### config.mk
export PLATFORM = sky130hd
export DESIGN_NAME = input_debounce
export DESIGN_NICKNAME = d
export VERILOG_FILES = /design/src/rtl/input_debounce.sv
export SDC_FILE = /design/constraint.sdc
export NUM_CORES = 1
export LEC_CHECK = 0
export ABC_CLOCK_PERIOD_IN_PS = 4800
export BUFFER_PORTS_ARGS = -buffer_cell sky130_fd_sc_hd__clkbuf_2
export CAP_MARGIN = 20
export CORE_AREA = 2 2 159 161
export CTS_BUF_LIST = sky130_fd_sc_hd__clkbuf_8
export DETAILED_ROUTE_END_ITERATION = 7
export DIE_AREA = 0 0 161 163
export PLACE_DENSITY = 0.6
export SLEW_MARGIN = 30
export SYNTH_ARGS = -nofsm -noshare
export SYNTH_HDL_FRONTEND = slang
export SYNTH_SLANG_ARGS = --single-unit
### constraint.sdc
create_clock -name clk -period 4.8 [get_ports clk]
set_input_delay 0.72 -clock clk [delete_from_list [all_inputs] [get_ports clk]]
set_output_delay 0.72 -clock clk [all_outputs]
set_load 0.02 [all_outputs]
### src/rtl/input_debounce.sv
// rtl/input_debounce.sv - 2-flop synchronizer, per-key debounce counters and registered button outputs.
// Optional macro INPUT_DEBOUNCE_SOCD_EN clears opposing d-pad directions in the output stage.
module input_debounce #(
    parameter int unsigned DEBOUNCE_CYCLES = 16'd50000,
    parameter int unsigned COUNT_WIDTH     = 16
) (
    input  logic        clk,
    input  logic        reset,
    input  logic [11:0] raw_keys,
    output logic        dpad_up,
    output logic        dpad_down,
    output logic        dpad_left,
    output logic        dpad_right,
    output logic        button_a,
    output logic        button_b,
    output logic        button_x,
    output logic        button_y,
    output logic        button_trig_l,
    output logic        button_trig_r,
    output logic        button_select,
    output logic        button_start,
    output logic        keys_changed
);

    localparam int NKEYS = 12;
    localparam logic [COUNT_WIDTH-1:0] CNT_MAX = COUNT_WIDTH'(DEBOUNCE_CYCLES - 1);
    localparam logic [COUNT_WIDTH-1:0] CNT_ONE = COUNT_WIDTH'(1);

    logic [NKEYS-1:0]       sync1_q;
    logic [NKEYS-1:0]       sync2_q;
    logic [NKEYS-1:0]       state_q;
    logic [NKEYS-1:0]       state_d;
    logic [NKEYS-1:0]       out_q;
    logic [NKEYS-1:0]       out_d;
    logic                   keys_changed_q;
    logic                   keys_changed_d;
    logic [COUNT_WIDTH-1:0] cnt_q [NKEYS];
    logic [COUNT_WIDTH-1:0] cnt_d [NKEYS];

    // Any cycle of agreement clears the counter, so a bounce restarts the window.
    always_comb begin
        state_d = state_q;
        for (int i = 0; i < NKEYS; i++) begin
            cnt_d[i] = '0;
            if (sync2_q[i] != state_q[i]) begin
                if (cnt_q[i] == CNT_MAX) begin
                    state_d[i] = sync2_q[i];
                end else begin
                    cnt_d[i] = cnt_q[i] + CNT_ONE;
                end
            end
        end
    end

    always_comb begin
        out_d = state_q;
`ifdef INPUT_DEBOUNCE_SOCD_EN
        if (state_q[0] && state_q[1]) begin
            out_d[1:0] = 2'b00;
        end
        if (state_q[2] && state_q[3]) begin
            out_d[3:2] = 2'b00;
        end
`endif
        keys_changed_d = (out_d != out_q);
    end

    always_ff @(posedge clk) begin
        if (reset) begin
            sync1_q        <= '0;
            sync2_q        <= '0;
            state_q        <= '0;
            out_q          <= '0;
            keys_changed_q <= 1'b0;
            for (int i = 0; i < NKEYS; i++) begin
                cnt_q[i] <= '0;
            end
        end else begin
            sync1_q        <= raw_keys;
            sync2_q        <= sync1_q;
            state_q        <= state_d;
            out_q          <= out_d;
            keys_changed_q <= keys_changed_d;
            for (int i = 0; i < NKEYS; i++) begin
                cnt_q[i] <= cnt_d[i];
            end
        end
    end

    assign dpad_up       = out_q[0];
    assign dpad_down     = out_q[1];
    assign dpad_left     = out_q[2];
    assign dpad_right    = out_q[3];
    assign button_a      = out_q[4];
    assign button_b      = out_q[5];
    assign button_x      = out_q[6];
    assign button_y      = out_q[7];
    assign button_trig_l = out_q[8];
    assign button_trig_r = out_q[9];
    assign button_select = out_q[10];
    assign button_start  = out_q[11];
    assign keys_changed  = keys_changed_q;

endmodule

== After elaboration in Yosys (flattened, before gate mapping) ==
Memories as Yosys holds them, arrays and structs flattened.
Cells that the tools add are included.
Word-level totals
  register bits after elaboration: 49
  bits in latches: 0
  RAM bits: 192
  memory bits (read-only): 0
  input bits: 14
  output and inout port bits: 13
  logic and storage cells: 117
  memories: 1
Memories
  cnt_q: words 12, bits a word 16, read ports 12, clocked after Yosys merged registers in 0, write ports 12, line 37  | logic [COUNT_WIDTH-1:0] cnt_q [NKEYS];
Cells by class
  $add $sub $neg: 12
  multipliers: 0
  div/mod/pow operators: 0
  $lt $le $gt $ge: 0
  equality and inequality tests: 25
  shift operators: 0
  muxes and demuxes: 39
  bitwise gates (word level): 12
  reductions and logical operators: 12
Operators by type and width (count)
  two-way mux 16 bit: 36
  adder 16 x 1 -> 16 bit, second input constant: 12
  == test 16 bit, second input constant: 12
  AND reduction 2 bit: 12
  inequality test 1 bit: 12
  inequality test 12 bit: 1
  OR 1 bit: 12
  two-way mux 1 bit: 3

== Longest topological paths before layout ==
Gate-level depths: netlist of run 1.
  depth in word-level cells: 4
  gate-level depth with buffers: 7

== Worst setup path after synthesis of run 1 ==
OpenSTA, ideal clock, no wires.
  path type: register to register
  from: memory cnt_q[10][12], in the netlist cnt_q[2][44]
  to: memory cnt_q[10][8], in the netlist cnt_q[2][40]
  library setup time: 0.115 ns
  data arrival time: 1.643 ns
  data required time: 4.685 ns
  setup slack: 3.043 ns
  stages on the path, launching flop included: 6
  clock period less this slack: 1.757 ns
  path through: dfxtp_1 or4_1 or4_4 nand2_4 buf_12 nor2_1
RTL lines (line)
  start: declaration: 37

==> flow_summary.ini, run 1 <==
[synthesis]
synth-xor-area-share_pct = 15.9
syn_area_sq_mm = 0.0102
ys_seq_area_share_pct = 47.2
synth_compound_area_share_pct = 0.968
synth_common_cells = dfxtp_1, nor2_1, xnor2_1
yosys.area_share.simple_pct = 30.2
syn_inst = 1116
yosys.area.top_type = dfxtp_1
ys_top_cells_by_area = dfxtp_1, xnor2_1, nor2_1, xor2_1, nand4_1
synth_edf_count = 0
avgSynthCellArea_sq_um = 9.15
synth_seq_cells = 241
synth_top_family_by_area = simple AND/OR/NAND/NOR gates
synth_most_common_cell = dfxtp_1
synth_top_area_share_pct = 47.2
syn_nets = 1142
synth_mux_area_share_pct = 1.19
synthAdderAreaFrac_pct = 1.47
yosys_warnings = 0
synthDistinctLibCells = 46
synth_flop_cell = dfxtp_1
async_reset_ff_share_pct = 0

[floorplanning]
io_pins = 27
coreArea_sq_mm = 0.0247
die_w_um = 161
start_util_pct = 41.4
rows = 58
die_h_um = 163
die_area_sq_mm = 0.0262

[sta]
relSlewSlack_pct = 52.5
slew_viol_final = 0
tns_ns = 0
fmax_mhz = 482
finalSetupViolations = 0
worstMarginPinSlew_ns = 0.713
finalHoldViolations = 0
fin_skew_ns = 0.00960
hold-worst-slack_ns = 0.407
min_period_ns = 2.07
rsz0062_at_grt = false
final.period_utilization_pct = 43.2

[route]
drtIter0Drc = 402
avgRoutedWirePerCell_um = 11.8
vias = 7379
drt-total-wl_um = 17900
firstDrtPassIters = 4
via_per_inst = 4.88
drtAntennaViolNets = 0
drc_errors = 0

[power]
finalPower_mw = 3.92
power_density_mw_per_mm2 = 343
combPwrFrac_pct = 1.1
p_leak_nw = 3.59
swShare_pct = 20.9
switchingPower_mw = 0.820
peakVddDrop_uv = 268
internal_power_mw = 3.10
clock_power_share_pct = 47.4
seq_power_share_pct = 51.6

[placement]
dp_hpwl_um = 11900
port_buffers = 26
gp_congestion = 0.788
placed_area_sq_mm = 0.0106

[cells_and_area]
utilization_pct = 46.3
fin_area_sq_mm = 0.0114
layout-drive-gt1-share_pct = 9.23
diodes = 0
design.final.nets = 1179
area_growth_pct = 11.9

[global_route]
grt_pass1_wl_um = 31400
antenna_found_initial = 0
grt_pass1_vias = 6883
grt_max_degree = 40
grt_overflow = 0
track_usage_pct = 13.9

[worst_setup_path]
critical_path_class = reg2reg
cp_max_fo = 16
cp-end-kind = register
crit_family = simple AND/OR/NAND/NOR gates
cp_cell_sequence = ha_1 > nand3_1 > nor4_2 > or3_1 > nor2_1
critPathMaxStageDelay_ns = 0.51
crit_buf_inv = 0
cpMaxStageDelayCell = or3_1
crit_required_ns = 5.19
arrival_ns = 2.47
rrSetupSlack_ns = 2.73
cp-start-kind = register

[clock_network]
cts_sinks = 241
clock_latency_ns = 0.53
hold_buffers = 0
cts_setup_buffers = 0
cts-root-buf = clkbuf_8
clkSlewWorstSetupHoldPaths_ns = 0.06
htreeDepth = 2
clock_path_buffers = 3
cts_tree = yes
cts_resized = 0
cts_buffers = 41

[flow_run]
max-cap-violations = 0

[hold_path]
hold_class = in2reg

[run_status]
status = completed
[per-stage QoR]
stage / instances / worst slack (ns)
3_3_place_gp: 1440 / 2.31
2_1_floorplan: 1116 / 3.04
5_1_grt: 1511 / 2.49
4_1_cts: 1511 / 2.66
3_5_place_dp: 1440 / 2.27
6_report: 1511 / 2.73
[power by group through the flow]
| stage | combinational (mW) | clock [mW] | sequential, mW |
|---|---|---|---|
| final | 0.0418 | 1.86 | 2.02 |
| after global routing | 0.0485 | 2.02 | 2.02 |
| after CTS | 0.0437 | 1.93 | 2.02 |
| after detailed placement | 0.0437 | 0 | 2.06 |
| after global placement | 0.0430 | 0 | 2.06 |
| after floorplan | 0.0351 | 0 | 2.06 |
[per-layer routing]
metal / share of wire (%) / vias to the layer above / wire [um] / GRT usage, %
met5: 0 / - / 0 / 0
met4: 2.4 / 0 / 434 / 4.95
met3: 5.1 / 39 / 907 / 3.62
met2: 43 / 87 / 7730 / 22.6
met1: 49 / 3376 / 8780 / 18.0
li1: - / 3877 / - / -
[path summary, 6_finish.rpt]
kind,startpoint,endpoint,cells after the start
worst max-delay path,cnt_q[0][32],cnt_q[0][40],5
worst min-delay path,raw_keys[11],sync1_q[11],2
worst max register to register,cnt_q[0][32],cnt_q[0][40],5
worst min register to register,sync1_q[9],sync2_q[9],1
[cell type report]
class,count,area (sq um)
flip-flops and latches,241,4820
well taps,330,413
clock buffers,55,757
multi-input cells,811,5080
clock inverters,16,95.1
fillers,2394,13200
inverters,31,116
repair buffers,27,138
[placed cells by master (no fill, tap or decap), types with 3 or more instances in the layout]
cell type / instances
dfxtp_1: 241
nand2_1: 49
or3_1: 11
and4_1: 9
inv_1: 43
nor2_1: 217
nor2b_1: 37
or4b_1: 4
o21ai_0: 3
nor4_1: 39
nor4b_1: 3
nand4_1: 48
nand4b_1: 9
nor3_1: 43
or4_1: 10
or4bb_1: 5
clkbuf_2: 26
nor2_2: 4
clkbuf_8: 55
and2_1: 3
and3_1: 11
mux2i_1: 11
nand3_1: 58
nor4bb_1: 4
ha_1: 12
xnor2_1: 137
nor4_2: 6
xor2_1: 48
o31ai_1: 4
or2_2: 4
a21oi_1: 7
[cells by family after synthesis]
group           count (synthesis)
simple gates                  586
flops                         241
fa+ha+maj                      12
compound gates                 16
xor+xnor                      185
buf+inv                        64
mux                            12
[sequential cells by signal, summed over array words and instances, names as in the netlist]
name          flops
sync1_q          12
sync2_q          12
keys_changed      1
out_d            12
out_q            12
cnt_q           192
Power figures use the tool's default switching activity.
==> run 2: changes to the inputs <==
--- a/config.mk
+++ b/config.mk
@@ -5,7 +5,7 @@
 export SDC_FILE = /design/constraint.sdc
 export NUM_CORES = 1
 export LEC_CHECK = 0
-export ABC_CLOCK_PERIOD_IN_PS = 4800
+export ABC_CLOCK_PERIOD_IN_PS = 1990
 export BUFFER_PORTS_ARGS = -buffer_cell sky130_fd_sc_hd__clkbuf_2
 export CAP_MARGIN = 20
 export CORE_AREA = 2 2 159 161
==> constraint.sdc (replaced) <==
create_clock -name clk -period 1.99 [get_ports clk]
set_input_delay 0.2985 -clock clk [delete_from_list [all_inputs] [get_ports clk]]
set_output_delay 0.2985 -clock clk [all_outputs]
set_load 0.02 [all_outputs]
==> run 2 against run 1 <==
Compared with the run above:
- clock power is 120% higher
- routed wire length is 4.3% higher
- sequential share of layout area is 1.0 points lower
- worst hold slack worse by 0.39 ns
- register-to-register slack worse by 2.6 ns
- highest routed layer unchanged
- largest cell class unchanged
==> flow_summary.ini, run 2 (synthesis results as in run 1) <==
[run_status]
status = completed

[cells_and_area]
layout_commonest_cell = dfxtp_1
design.final.nets = 1216
final_cells = 1546
diodes = 0
layout-drive-gt1-share_pct = 11.1
layout_common_cells = dfxtp_1, nor2_1, xnor2_1
largest_reg_flops = 192
regMostFlops = cnt_q
fin_area_sq_mm = 0.0117
area_growth_pct = 14.6

[floorplanning]
die_w_um = 161
coreArea_sq_mm = 0.0247
rows = 58
io_pins = 27
start_util_pct = 41.4
die_h_um = 163
die_area_sq_mm = 0.0262

[clock_network]
clock_latency_ns = 0.54
hold_buffers = 9
htreeDepth = 2
cts_tree = yes
clkSlewWorstSetupHoldPaths_ns = 0.06
cts_buffers = 42
clock_path_buffers = 3
cts_sinks = 241
cts-root-buf = clkbuf_8
cts_setup_buffers = 0
cts_resized = 0

[placement]
placed_area_sq_mm = 0.0108
place_ws_ns = 0.112
gp_congestion = 0.773
dp_hpwl_um = 12400
port_buffers = 26
dp.cells = 1467

[route]
drtIter0Drc = 385
drtAntennaViolNets = 0
drt-total-wl_um = 18600
vias = 7578
via_per_inst = 4.90
avgRoutedWirePerCell_um = 12.0
firstDrtPassIters = 4
drc_errors = 0

[worst_setup_path]
crit_required_ns = 2.41
crit_family = simple AND/OR/NAND/NOR gates
crit_buf_inv = 0
cp_cell_sequence = or4b_1 > or4_4 > nand2_2 > nor2_1
cp-end-kind = register
critical_path_class = reg2reg
critPathMaxStageDelay_ns = 0.55
cpMaxStageDelayCell = or4_4
cp-start-kind = register
cp_max_fo = 14
arrival_ns = 2.29

[sta]
slew_viol_final = 0
fmax_mhz = 535
rsz0062_at_grt = false
hold-worst-slack_ns = 0.0148
fin_skew_ns = 0.0175
worstMarginPinSlew_ns = 0.564
final.period_utilization_pct = 94.0
finalSetupViolations = 0
worst_slack_ns = 0.120
relSlewSlack_pct = 62.0
tns_ns = 0
finalHoldViolations = 0
min_period_ns = 1.87

[hold_path]
hold_class = in2reg

[power]
power_density_mw_per_mm2 = 785
seq_power_share_pct = 53.1
swShare_pct = 22.0
clock_power_share_pct = 45.4
switchingPower_mw = 2.03
p_leak_nw = 3.75
internal_power_mw = 7.16
combPwrFrac_pct = 1.6
peakVddDrop_uv = 559

[global_route]
track_usage_pct = 14.6
grt_pass1_vias = 7166
grt_pass1_wl_um = 32700
grt_max_degree = 21
antenna_found_initial = 0
grt_overflow = 0

[flow_run]
max-cap-violations = 0
==> run 2: changes by cell type in the layout (fill, tap and decap cells not counted), sizes merged <==
cell	previous run	this run
clkbuf	81	75
buf	1	28
dlygate4sd3	0	9
bufinv	1	0
inv	43	44
clkinv	1	6
==> run 2: power by group through the flow <==
stage	registers (mW)	logic, mW	clock network, mW
final	4.87	0.146	4.17
after global routing	4.87	0.165	4.56
after CTS	4.87	0.150	4.36
after detailed placement	4.98	0.136	0
after global placement	4.98	0.135	0
after floorplan	4.97	0.0846	0
==> run 2: path summary, 6_finish.rpt <==
kind                  to  cells after the start         from  slack, ns
min           sync1_q[4]                      2  raw_keys[4]       0.01
max          cnt_q[2][6]                      4  cnt_q[2][4]       0.12
max reg2reg  cnt_q[2][6]                      4  cnt_q[2][4]       0.12
min reg2reg   sync2_q[8]                      1   sync1_q[8]       0.43
==> run 2: layer usage <==
metal  GRT usage, %  wire, um  vias to the layer above  share of wire, %
met5              0         0                        -                 0
met4           4.59       364                        0               2.0
met3           3.41       878                       28               4.7
met2           23.4      8250                      106                44
met1           19.5      9130                     3497                49
li1               -         -                     3947                 -
==> run 2: through the flow <==
stage / power [mW] / utilization, %
finish: 9.19 / 47.4
global route: 9.60 / 47.4
CTS: 9.38 / 47.4
detailed placement: 5.11 / 44.0
global placement: 5.11 / 44.0
floorplan: 5.06 / -
==> run 2: cell type report <==
class,count,area (sq um)
clock buffer,49,674
tap,330,413
inverter,31,116
clock inverter,21,98.8
sequential,241,4820
multi-input combinational,811,5070
timing repair buffer,63,505
fill,2390,13000
==> run 2: worst reg2reg max path, cell delays in order, from the launching register on <==
cell     delay (ns)
dfxtp_1        0.33
or4b_1         0.53
or4_4          0.55
nand2_2        0.24
nor2_1         0.09
==> run 3: changes to the inputs <==
--- a/config.mk
+++ b/config.mk
@@ -5,14 +5,14 @@
 export SDC_FILE = /design/constraint.sdc
 export NUM_CORES = 1
 export LEC_CHECK = 0
-export ABC_CLOCK_PERIOD_IN_PS = 1990
+export ABC_CLOCK_PERIOD_IN_PS = 2300
 export BUFFER_PORTS_ARGS = -buffer_cell sky130_fd_sc_hd__clkbuf_2
 export CAP_MARGIN = 20
 export CORE_AREA = 2 2 159 161
 export CTS_BUF_LIST = sky130_fd_sc_hd__clkbuf_8
 export DETAILED_ROUTE_END_ITERATION = 7
 export DIE_AREA = 0 0 161 163
-export PLACE_DENSITY = 0.6
+export PLACE_DENSITY = 0.62
 export SLEW_MARGIN = 30
 export SYNTH_ARGS = -nofsm -noshare
 export SYNTH_HDL_FRONTEND = slang
==> constraint.sdc (replaced) <==
create_clock -name clk -period 2.3 [get_ports clk]
set_input_delay 0.345 -clock clk [delete_from_list [all_inputs] [get_ports clk]]
set_output_delay 0.345 -clock clk [all_outputs]
set_load 0.02 [all_outputs]
==> run 3 against run 2 <==
Compared with the run above:
- worst setup slack better by 0.19 ns
- sequential share of layout area is 0.62 points higher
- final area shrank 1.5%
- fmax is 6.2% lower
- combinational power fell by 32%
- core utilization is 0.70 points lower
- clock skew barely moved
- critical path depth is the same
- register-to-register slack better by 0.19 ns
- flip-flop and latch count did not move
- critical endpoint is now cnt_q[0][22]
- largest cell class unchanged
==> flow_summary.ini, run 3 (synthesis results as in run 1) <==
[worst_setup_path]
critical_path_class = reg2reg
rrSetupSlack_ns = 0.31
r2r-start = cnt_q[0][28]
cp_max_fo = 16
timing.rr.end = cnt_q[0][22]
r2r_cells = 4
arrival_ns = 2.38
cp-start-kind = register
crit_required_ns = 2.69
cp-end-kind = register

[cells_and_area]
regMostFlops = cnt_q
final_cells = 1527
layout_commonest_cell = dfxtp_1
fin_area_sq_mm = 0.0115
layout_common_cells = dfxtp_1, nor2_1, xnor2_1
multi_input_area_sq_mm = 0.00507
fillers = 2447
area_growth_pct = 12.9
layout-drive-gt1-share_pct = 10.5
largest_reg_flops = 192
design.final.nets = 1194
final-seq-area_sq_mm = 0.00482
diodes = 0

[placement]
dp.cells = 1455
port_buffers = 26
dp_hpwl_um = 12200
gp_congestion = 0.792
placed_area_sq_mm = 0.0107

[global_route]
grt_max_degree = 49
grt_pass1_vias = 7042
antenna_found_initial = 0
grt_overflow = 0
track_usage_pct = 14.3
grt_pass1_wl_um = 32200

[route]
drc_errors = 0
drtAntennaViolNets = 0
vias = 7416
drtIter0Drc = 271
firstDrtPassIters = 4
drt-total-wl_um = 18200
via_per_inst = 4.86
avgRoutedWirePerCell_um = 11.9

[clock_network]
cts_tree = yes
cts_resized = 0
clock_latency_ns = 0.53
htreeDepth = 2
clock_path_buffers = 3
cts-root-buf = clkbuf_8
cts_buffers = 41
cts_sinks = 241
clkSlewWorstSetupHoldPaths_ns = 0.06
cts_setup_buffers = 0
hold_buffers = 0

[floorplanning]
start_util_pct = 41.4
die_area_sq_mm = 0.0262
die_h_um = 163
coreArea_sq_mm = 0.0247
io_pins = 27
rows = 58
die_w_um = 161

[hold_path]
hold_class = in2reg
hold_start = raw_keys[3]
hold_end = sync1_q[3]
min_path_cells = 2

[sta]
min_period_ns = 1.99
tns_ns = 0
fin_skew_ns = 0.0174
fmax_mhz = 502
finalSetupViolations = 0
rsz0062_at_grt = false
relSlewSlack_pct = 53.4
final.period_utilization_pct = 86.6
finalHoldViolations = 0
hold-worst-slack_ns = 0.0377
slew_viol_final = 0
worstMarginPinSlew_ns = 0.693

[run_status]
status = completed

[power]
p_leak_nw = 3.66
peakVddDrop_uv = 533
power_density_mw_per_mm2 = 708

[flow_run]
max-cap-violations = 0
## run 3: per-layer routing
metal | global-route usage (%) | wire (um)
met5 | 0 | 0
met2 | 22.2 | 7870
met3 | 3.21 | 668
met1 | 19.6 | 9230
met4 | 5.24 | 410
## run 3: worst max-delay path by stage
stage	from	endpoint	cells past startpoint
finish	cnt_q[0][28]	cnt_q[0][22]	4
global route	cnt_q[0][28]	cnt_q[0][27]	4
CTS	cnt_q[0][28]	cnt_q[0][24]	4
detailed placement	cnt_q[0][28]	cnt_q[0][20]	4
global placement	cnt_q[0][28]	cnt_q[0][29]	4
floorplan	cnt_q[2][44]	cnt_q[2][40]	5
## run 3: stage by stage
stage | utilization [%] | setup WS [ns] | power, mW
5_1_grt | 46.7 | 0.125 | 8.51
3_5_place_dp | 43.3 | 0.327 | 4.41
4_1_cts | 46.7 | 0.321 | 8.32
2_1_floorplan | - | 0.543 | 4.38
3_3_place_gp | 43.3 | 0.365 | 4.41
6_report | 46.7 | 0.307 | 8.16
## run 3: final cells by class
type	count	share of cell area (%)
Multi-Input combinational cell	811	44.0
Sequential cell	241	41.8
Clock buffer	53	6.32
Tap cell	330	3.58
Timing Repair Buffer	42	2.28
Inverter	31	1.01
Clock inverter	19	0.976
## run 3: power breakdown
group	switching, mW	internal [mW]	leakage [nW]	total [mW]
Clock	1.67	2.18	0.478	3.85
Combinational	0.0608	0.0389	1.24	0.0996
Sequential	0.0145	4.20	1.95	4.22
Total	1.74	6.42	3.66	8.16
## run 3: critical path: stages, from the launching register on
cell and delay [ns]:
dfxtp_1 0.35, or4_1 0.53, nor4_2 0.33, or3_1 0.53, nor2_1 0.11
